$ cat src/rtl/dom_c_power_ctrl.sv
// Domain C power-gating sequencer.
// Orders clock, retention, isolation, reset and switch control around switch_ack.
`timescale 1ns/1ps
module dom_c_power_ctrl #(
  parameter int STEP_CYCLES   = 2,
  parameter int SETTLE_CYCLES = 8,
  parameter int ACK_TIMEOUT   = 32
) (
  input  logic clk,
  input  logic rst,
  input  logic shutoff,
  input  logic test_mode,
  input  logic switch_ack,
  output logic c_clk_en,
  output logic dom_c_retain,
  output logic dom_c_isolate,
  output logic dom_c_pg_rst_n,
  output logic dom_c_switch_en,
  output logic powered_down,
  output logic busy,
  output logic pwr_err
);

  localparam int SW = $clog2(STEP_CYCLES + 1);
  localparam int CW = $clog2(SETTLE_CYCLES + 1);
  localparam int TW = $clog2(ACK_TIMEOUT + 1);

  localparam logic [SW-1:0] STEP_LAST = SW'(STEP_CYCLES - 1);
  localparam logic [CW-1:0] SET_LAST  = CW'(SETTLE_CYCLES - 1);
  localparam logic [TW-1:0] TO_LAST   = TW'(ACK_TIMEOUT - 1);

  typedef enum logic [3:0] {
    S_RUN,
    S_CLK_OFF,
    S_SAVE,
    S_ISO,
    S_RST,
    S_PWR_OFF,
    S_OFF,
    S_PWR_ON,
    S_SETTLE,
    S_RST_REL,
    S_RESTORE,
    S_DE_ISO,
    S_CLK_ON
  } state_e;

  // {clk_en, retain, isolate, pg_rst_n, switch_en, powered_down, busy}
  localparam logic [6:0] RUN_V = 7'b1001100;

  state_e          state_q, state_d;
  logic [SW-1:0]   step_q, step_d;
  logic [CW-1:0]   set_q, set_d;
  logic [TW-1:0]   to_q, to_d;
  logic            err_q, err_d;
  logic [6:0]      out_q, out_d;
  logic            step_done;
  logic            to_done;

  assign step_done = (step_q >= STEP_LAST);
  assign to_done   = (to_q >= TO_LAST);

  always_comb begin
    state_d = state_q;
    err_d   = err_q;
    unique case (state_q)
      S_RUN:     if (shutoff) state_d = S_CLK_OFF;
      S_CLK_OFF: if (step_done) state_d = S_SAVE;
      S_SAVE:    if (step_done) state_d = S_ISO;
      S_ISO:     if (step_done) state_d = S_RST;
      S_RST:     if (step_done) state_d = S_PWR_OFF;
      S_PWR_OFF: begin
        if (!switch_ack) begin
          state_d = S_OFF;
        end else if (to_done) begin
          state_d = S_OFF;
          err_d   = 1'b1;
        end
      end
      S_OFF:     if (!shutoff) state_d = S_PWR_ON;
      S_PWR_ON: begin
        if (switch_ack) begin
          state_d = S_SETTLE;
        end else if (to_done) begin
          state_d = S_SETTLE;
          err_d   = 1'b1;
        end
      end
      S_SETTLE:  if (set_q >= SET_LAST) state_d = S_RST_REL;
      S_RST_REL: if (step_done) state_d = S_RESTORE;
      S_RESTORE: if (step_done) state_d = S_DE_ISO;
      S_DE_ISO:  if (step_done) state_d = S_CLK_ON;
      S_CLK_ON:  if (step_done) state_d = S_RUN;
      default:   state_d = S_RUN;
    endcase
  end

  // Counters restart on every state entry and stick at their limit.
  always_comb begin
    step_d = step_q;
    set_d  = set_q;
    to_d   = to_q;
    if (state_d != state_q) begin
      step_d = '0;
      set_d  = '0;
      to_d   = '0;
    end else begin
      if (!step_done)         step_d = step_q + SW'(1);
      if (set_q < SET_LAST)   set_d  = set_q + CW'(1);
      if (!to_done)           to_d   = to_q + TW'(1);
    end
  end

  always_comb begin
    out_d = RUN_V;
    unique case (state_q)
      S_RUN:     out_d = 7'b1001100;
      S_CLK_OFF: out_d = 7'b0001101;
      S_SAVE:    out_d = 7'b0101101;
      S_ISO:     out_d = 7'b0111101;
      S_RST:     out_d = 7'b0110101;
      S_PWR_OFF: out_d = 7'b0110001;
      S_OFF:     out_d = 7'b0110010;
      S_PWR_ON:  out_d = 7'b0110101;
      S_SETTLE:  out_d = 7'b0110101;
      S_RST_REL: out_d = 7'b0111101;
      S_RESTORE: out_d = 7'b0011101;
      S_DE_ISO:  out_d = 7'b0001101;
      S_CLK_ON:  out_d = 7'b1001101;
      default:   out_d = RUN_V;
    endcase
  end

  always_ff @(posedge clk) begin
    if (rst) begin
      state_q <= S_RUN;
      step_q  <= '0;
      set_q   <= '0;
      to_q    <= '0;
      err_q   <= 1'b0;
      out_q   <= RUN_V;
    end else begin
      state_q <= state_d;
      step_q  <= step_d;
      set_q   <= set_d;
      to_q    <= to_d;
      err_q   <= err_d;
      out_q   <= out_d;
    end
  end

  logic [6:0] out_v;
  assign out_v = test_mode ? RUN_V : out_q;

  assign c_clk_en        = out_v[6];
  assign dom_c_retain    = out_v[5];
  assign dom_c_isolate   = out_v[4];
  assign dom_c_pg_rst_n  = out_v[3];
  assign dom_c_switch_en = out_v[2];
  assign powered_down    = out_v[1];
  assign busy            = out_v[0];
  assign pwr_err         = err_q;

endmodule

$ cat config.mk
export PLATFORM = sky130hd
export DESIGN_NAME = dom_c_power_ctrl
export DESIGN_NICKNAME = d
export VERILOG_FILES = /design/src/rtl/dom_c_power_ctrl.sv
export SDC_FILE = /design/constraint.sdc
export NUM_CORES = 1
export LEC_CHECK = 0
export ABC_AREA = 1
export CAP_MARGIN = 10
export CELL_PAD_IN_SITES_DETAIL_PLACEMENT = 0
export CELL_PAD_IN_SITES_GLOBAL_PLACEMENT = 2
export CORE_ASPECT_RATIO = 0.9
export CORE_MARGIN = 4
export CORE_UTILIZATION = 34
export DETAILED_ROUTE_END_ITERATION = 8
export PLACE_DENSITY = 0.78
export SYNTH_ARGS = -nofsm -noshare
export SYNTH_HDL_FRONTEND = slang
export SYNTH_SLANG_ARGS = --single-unit
$ cat constraint.sdc
create_clock -name clk -period 2.8 [get_ports clk]
set_clock_uncertainty 0.1 [all_clocks]
set_input_delay 0.42 -clock clk [delete_from_list [all_inputs] [get_ports clk]]
set_output_delay 0.42 -clock clk [all_outputs]
set_load 0.01 [all_outputs]
==> results of run 1 <==
-- worst max-delay path: stages (launching register included) --
cell and delay [ns]:
dfxtp_1 0.50, inv_1 0.18, ha_1 0.38, nand3_4 0.15, nand2_1 0.09, nand2_1 0.06
nand3_1 0.07, nor2_2 0.15, nand3_1 0.09, nand2_1 0.10, nand3_2 0.29, nor3_1 0.23
-- final timing paths --
path / start / cells after the start / slack [ns] / to
hold reg to reg: pwr_err / 2 / 0.38 / pwr_err
hold / removal: pwr_err / 2 / 0.38 / pwr_err
setup / recovery: state_q[0] / 11 / 0.34 / to_q[1]
setup reg to reg: state_q[0] / 11 / 0.34 / to_q[1]
-- registers in the layout, summed over array words and instances (netlist names) --
name	flops
out_q	7
pwr_err	1
state_q	4
set_q	4
to_q	6
step_q	2
-- power by group through the flow --
stage | registers (mW) | logic (mW) | clock network (mW)
2_1_floorplan | 0.437 | 0.480 | 0
3_3_place_gp | 0.445 | 0.439 | 0
3_5_place_dp | 0.449 | 0.439 | 0
4_1_cts | 0.441 | 0.442 | 0.318
5_1_grt | 0.451 | 0.493 | 0.334
6_report | 0.441 | 0.440 | 0.309
-- layout make-up --
cell class                 instances  area share
inverter                          29      0.0644
sequential                        24       0.272
timing repair buffer              14      0.0764
tap                               62      0.0438
clock buffer                       3      0.0233
clock inverter                     1      0.0170
multi-input combinational        143       0.504
-- layout by cell type (no fill, tap or decap), types with 2 or more instances in the layout --
master,count
nor3_1,4
mux2i_1,2
a21oi_1,5
a41oi_1,2
inv_1,28
dfxtp_1,24
a31oi_1,4
nand3_4,2
buf_4,2
ha_1,8
nand3_2,5
or2_2,4
nand4_1,6
xor2_1,4
o211ai_1,3
o21ai_0,5
clkdlybuf4s50_1,12
nor3_2,10
nor2_1,16
nand3_1,15
nand2_1,39
clkbuf_8,3
-- metrics by stage --
stage | std cells | hold WS (ns) | cell area (um^2)
2_1_floorplan | 203 | 0.405 | 1600
3_3_place_gp | 272 | 0.355 | 1700
3_5_place_dp | 272 | 0.366 | 1700
4_1_cts | 276 | 0.390 | 1770
5_1_grt | 276 | 0.411 | 1770
6_report | 276 | 0.384 | 1770
-- kinds of logic after synthesis --
family / count (synthesis) / share of synthesized area
DFF: 24 / 0.300
muxes: 2 / 0.0125
adders and majority gates: 8 / 0.0626
buffers and inverters: 36 / 0.142
and+or+nand+nor: 106 / 0.367
xor gates and xnor gates: 5 / 0.0274
AOI/OAI and AO/OA: 22 / 0.0876
-- synthesized netlist by cell type (all sizes together), types with 2 or more instances --
cell type   n
a41oi       2
nand4       6
nor3       14
ha          8
o21ai       5
a21oi       6
xor2        4
dfxtp      24
bufbuf      2
o211ai      3
buf         4
nand2      40
a31oi       4
or2         4
nand3      22
inv        29
nor2       18
mux2i       2
-- routing by layer --
layer | vias up | global-route usage | wire length (um)
met5 | - | 0 | 0
li1 | 693 | - | -
met3 | 2 | 0.0309 | 125
met2 | 19 | 0.196 | 1490
met1 | 591 | 0.199 | 1940
met4 | 0 | 0.0206 | 15
==> metrics.txt, run 1 <==
initial antenna violation count=0; Net Count, Synth=between 200 and 250; Vias=between 1000 and 1500; Main synth FF type=dfxtp_1; row count=23; synth warn=0; Post-Syn Area=approximately 0.0016 mm^2; PD cells=a little under 700 mW/mm^2; Clock Tree Buf Depth=2; setup TNS=0 ns; final wirelength=~3.6 mm; Post-synth EDFFs=0; worst path required time=just under 3 ns; WL/cell=~13 um; All-Layer GR Usage=0.133; CTS tree=yes; max-slew violations=0; number of hold violations in the final report=0; Leakage=just under 0.8 nW; vias in the first global route=1230; outcome=complete, no violations; Synth top area share=0.300; sequential share of the synthesized area=0.300; Distinct cells, synth=32; # resized after CTS=0; min cycle time layout=roughly 2.5 ns; layout cell share with drive strength beyond 1=0.150; largest net degree at the start of global routing=15; Initial Util=0.356; post-CTS setup buffers=0; DR DRC count=0; #FFs+latches synth=24; CTS sink cnt=24; ys async rst share=0; Max-Cap Viols=0; Post-Syn Area per Cell=slightly below 8 um^2; ANT nets after route=0; CTS root buffer=clkbuf_8; Slew Limit Headroom=0.657; total CTS buffers=3; HPWL after DPL=2.82 mm; synthesis-to-layout area growth=10.6%; Clk network pwr share=0.260; Final Worst Setup Slack=0.341 ns; H-tree Lvls=1; I/O Buffers=12; antenna cell count=0; grt ovf=0; Tcrit/Tclk final=0.878; I/O Pins=13; GP Congestion=~0.78; P_sw=about 0.45 mW; Max Clk Rate=just over 0.4 GHz; die height=between 70 and 80 um; Worst-Margin Slew=0.514 ns; core area=0.00449 mm^2; HP Class=flop to flop; fillers=489; Syn Inst Count=203; dominant cells by area after synthesis=dfxtp_1 30%, nand2_1 9.2%, inv_1 6.6%; pre-CTS WS=roughly 0.34 ns; internal cell power=between 0.7 and 0.8 mW; critical path endpoint category=flop; die area=around 0.0059 mm^2; VDD IR max=306 uV; RSZ-0062 raised after global routing=false; Die X=between 80 and 90 um; first-pass GRT wire length=just over 6 mm; multi-input logic area=between 800 and 900 um^2; Max Fanout on Critical Path=12; sequential power share=0.371; CP Launch Type=flop; Setup violations, final=0; Logic pwr share=0.370; drt first pass iters=4; fin nets=about 230; total power=between 1 and 1.5 mW; Sw Share=0.377; crit path DAT=around 2.6 ns; Via density=4.73; area leader, netlist=dfxtp_1; Final Util=0.394; Initial DRC Count=78; Clk pin slew, worst setup/hold paths=roughly 0.090 ns; Reg area=between 400 and 500 um^2; Worst-Skew Late Latency=0.27 ns; kind of critical path=flop to flop; cts hold-fix bufs=0
Note: power is estimated with default switching activity, not from simulation.
==> inputs of run 2 (changes only) <==
clock period = 2.75 ns   (was 2.8 ns; I/O delays follow)
==> metrics.txt, run 2 (same netlist as run 1, synthesis figures left out) <==
Tcrit/Tclk final=0.890; die area=around 0.0059 mm^2; critical path endpoint category=flop; total CTS buffers=3; initial antenna violation count=0; CP Launch Type=flop; Non-Filler Instances=between 200 and 300; crit path DAT=roughly 2.5 ns; I/O Pins=13; Initial DRC Count=90; Max Fanout on Critical Path=12; Max Clk Rate=0.408 GHz; Clk pin slew, worst setup/hold paths=~0.09 ns; grt ovf=0; Worst-Skew Late Latency=0.27 ns; outcome=complete, no violations; die height=around 73 um; antenna cell count=0; CTS root buffer=clkbuf_8; DR DRC count=0; HPWL after DPL=around 2.8 mm; synthesis-to-layout area growth=10.6%; max reg flops=7; Die X=80.3 um; largest net degree at the start of global routing=15; hold slack final=between 0.3 and 0.4 ns; Slew Limit Headroom=0.676; min cycle time layout=2.45 ns; row count=23; Via density=4.80; multi-input logic area=between 800 and 900 um^2; fillers=just under 500; first-pass GRT wire length=5.97 mm; core area=roughly 0.0045 mm^2; DP Area=between 0.0015 and 0.002 mm^2; Max-Cap Viols=0; Vias=around 1300; Leakage=0.790 nW; CTS tree=yes; post-CTS setup buffers=0; Final Worst Setup Slack=0.302 ns; fin nets=between 200 and 250; Final Util=0.394; final wirelength=approximately 3.5 mm; GP Congestion=around 0.78; I/O Buffers=12; worst path required time=2.84 ns; H-tree Lvls=1; number of hold violations in the final report=0; layout cell share with drive strength beyond 1=0.150; ANT nets after route=0; drt first pass iters=4; VDD IR max=approximately 380 uV; design area=0.00177 mm^2; Initial Util=0.356; Regs by FF count=out_q x7, to_q x6; max-slew violations=0; Clock Tree Buf Depth=2; WL/cell=roughly 13 um; PD cells=roughly 690 mW/mm^2; most frequent cells in the layout=39 x nand2_1, 28 x inv_1, 24 x dfxtp_1, 16 x nor2_1, 15 x nand3_1; total power=~1.2 mW; # resized after CTS=0; HP Class=flop to flop; kind of critical path=flop to flop; commonest non-fill, non-tap cell in the layout=nand2_1; Cells after DPL=~270; RSZ-0062 raised after global routing=false; Worst-Margin Slew=0.485 ns; cts hold-fix bufs=0; setup TNS=0 ns; vias in the first global route=1234; Reg area=480 um^2; pre-CTS WS=a little under 0.3 ns; All-Layer GR Usage=0.128; CTS sink cnt=24; Largest Register=out_q; Setup violations, final=0
## run 2: final cells by class
class                           instances  share of cell area
Clock buffer                            3              0.0233
Clock inverter                          1              0.0170
Inverter                               29              0.0644
Multi-Input combinational cell        143               0.504
Sequential cell                        24               0.272
Tap cell                               62              0.0438
Timing Repair Buffer                   14              0.0764
## run 2: routing by layer
metal  wire length, um  global-route usage  up-vias
met3               257              0.0333        2
met5                 0                   0        -
li1                  -                   -      692
met1              1730               0.189      595
met2              1540               0.186       35
met4                19              0.0300        0
## run 2: final timing paths
path / from / end / slack [ns] / depth (start not counted)
setup / recovery: state_q[0] / to_q[1] / 0.30 / 11
hold / removal: pwr_err / pwr_err / 0.37 / 2
setup reg to reg: state_q[0] / to_q[1] / 0.30 / 11
hold reg to reg: pwr_err / pwr_err / 0.37 / 2
## run 2: critical path, cell delays in order (launching register included)
cell and delay [ns]:
dfxtp_1 0.49, inv_1 0.17, ha_1 0.37, nand3_4 0.15, nand2_1 0.09, nand2_1 0.06, nand3_1 0.07, nor2_2 0.15
nand3_1 0.08, nand2_1 0.11, nand3_2 0.31, nor3_1 0.23
## run 2: where the power goes
part	leakage, nW	switching (mW)	internal [mW]	total [mW]
clock	0.0357	0.124	0.195	0.319
combinational	0.560	0.289	0.157	0.447
sequential	0.195	0.0452	0.403	0.448
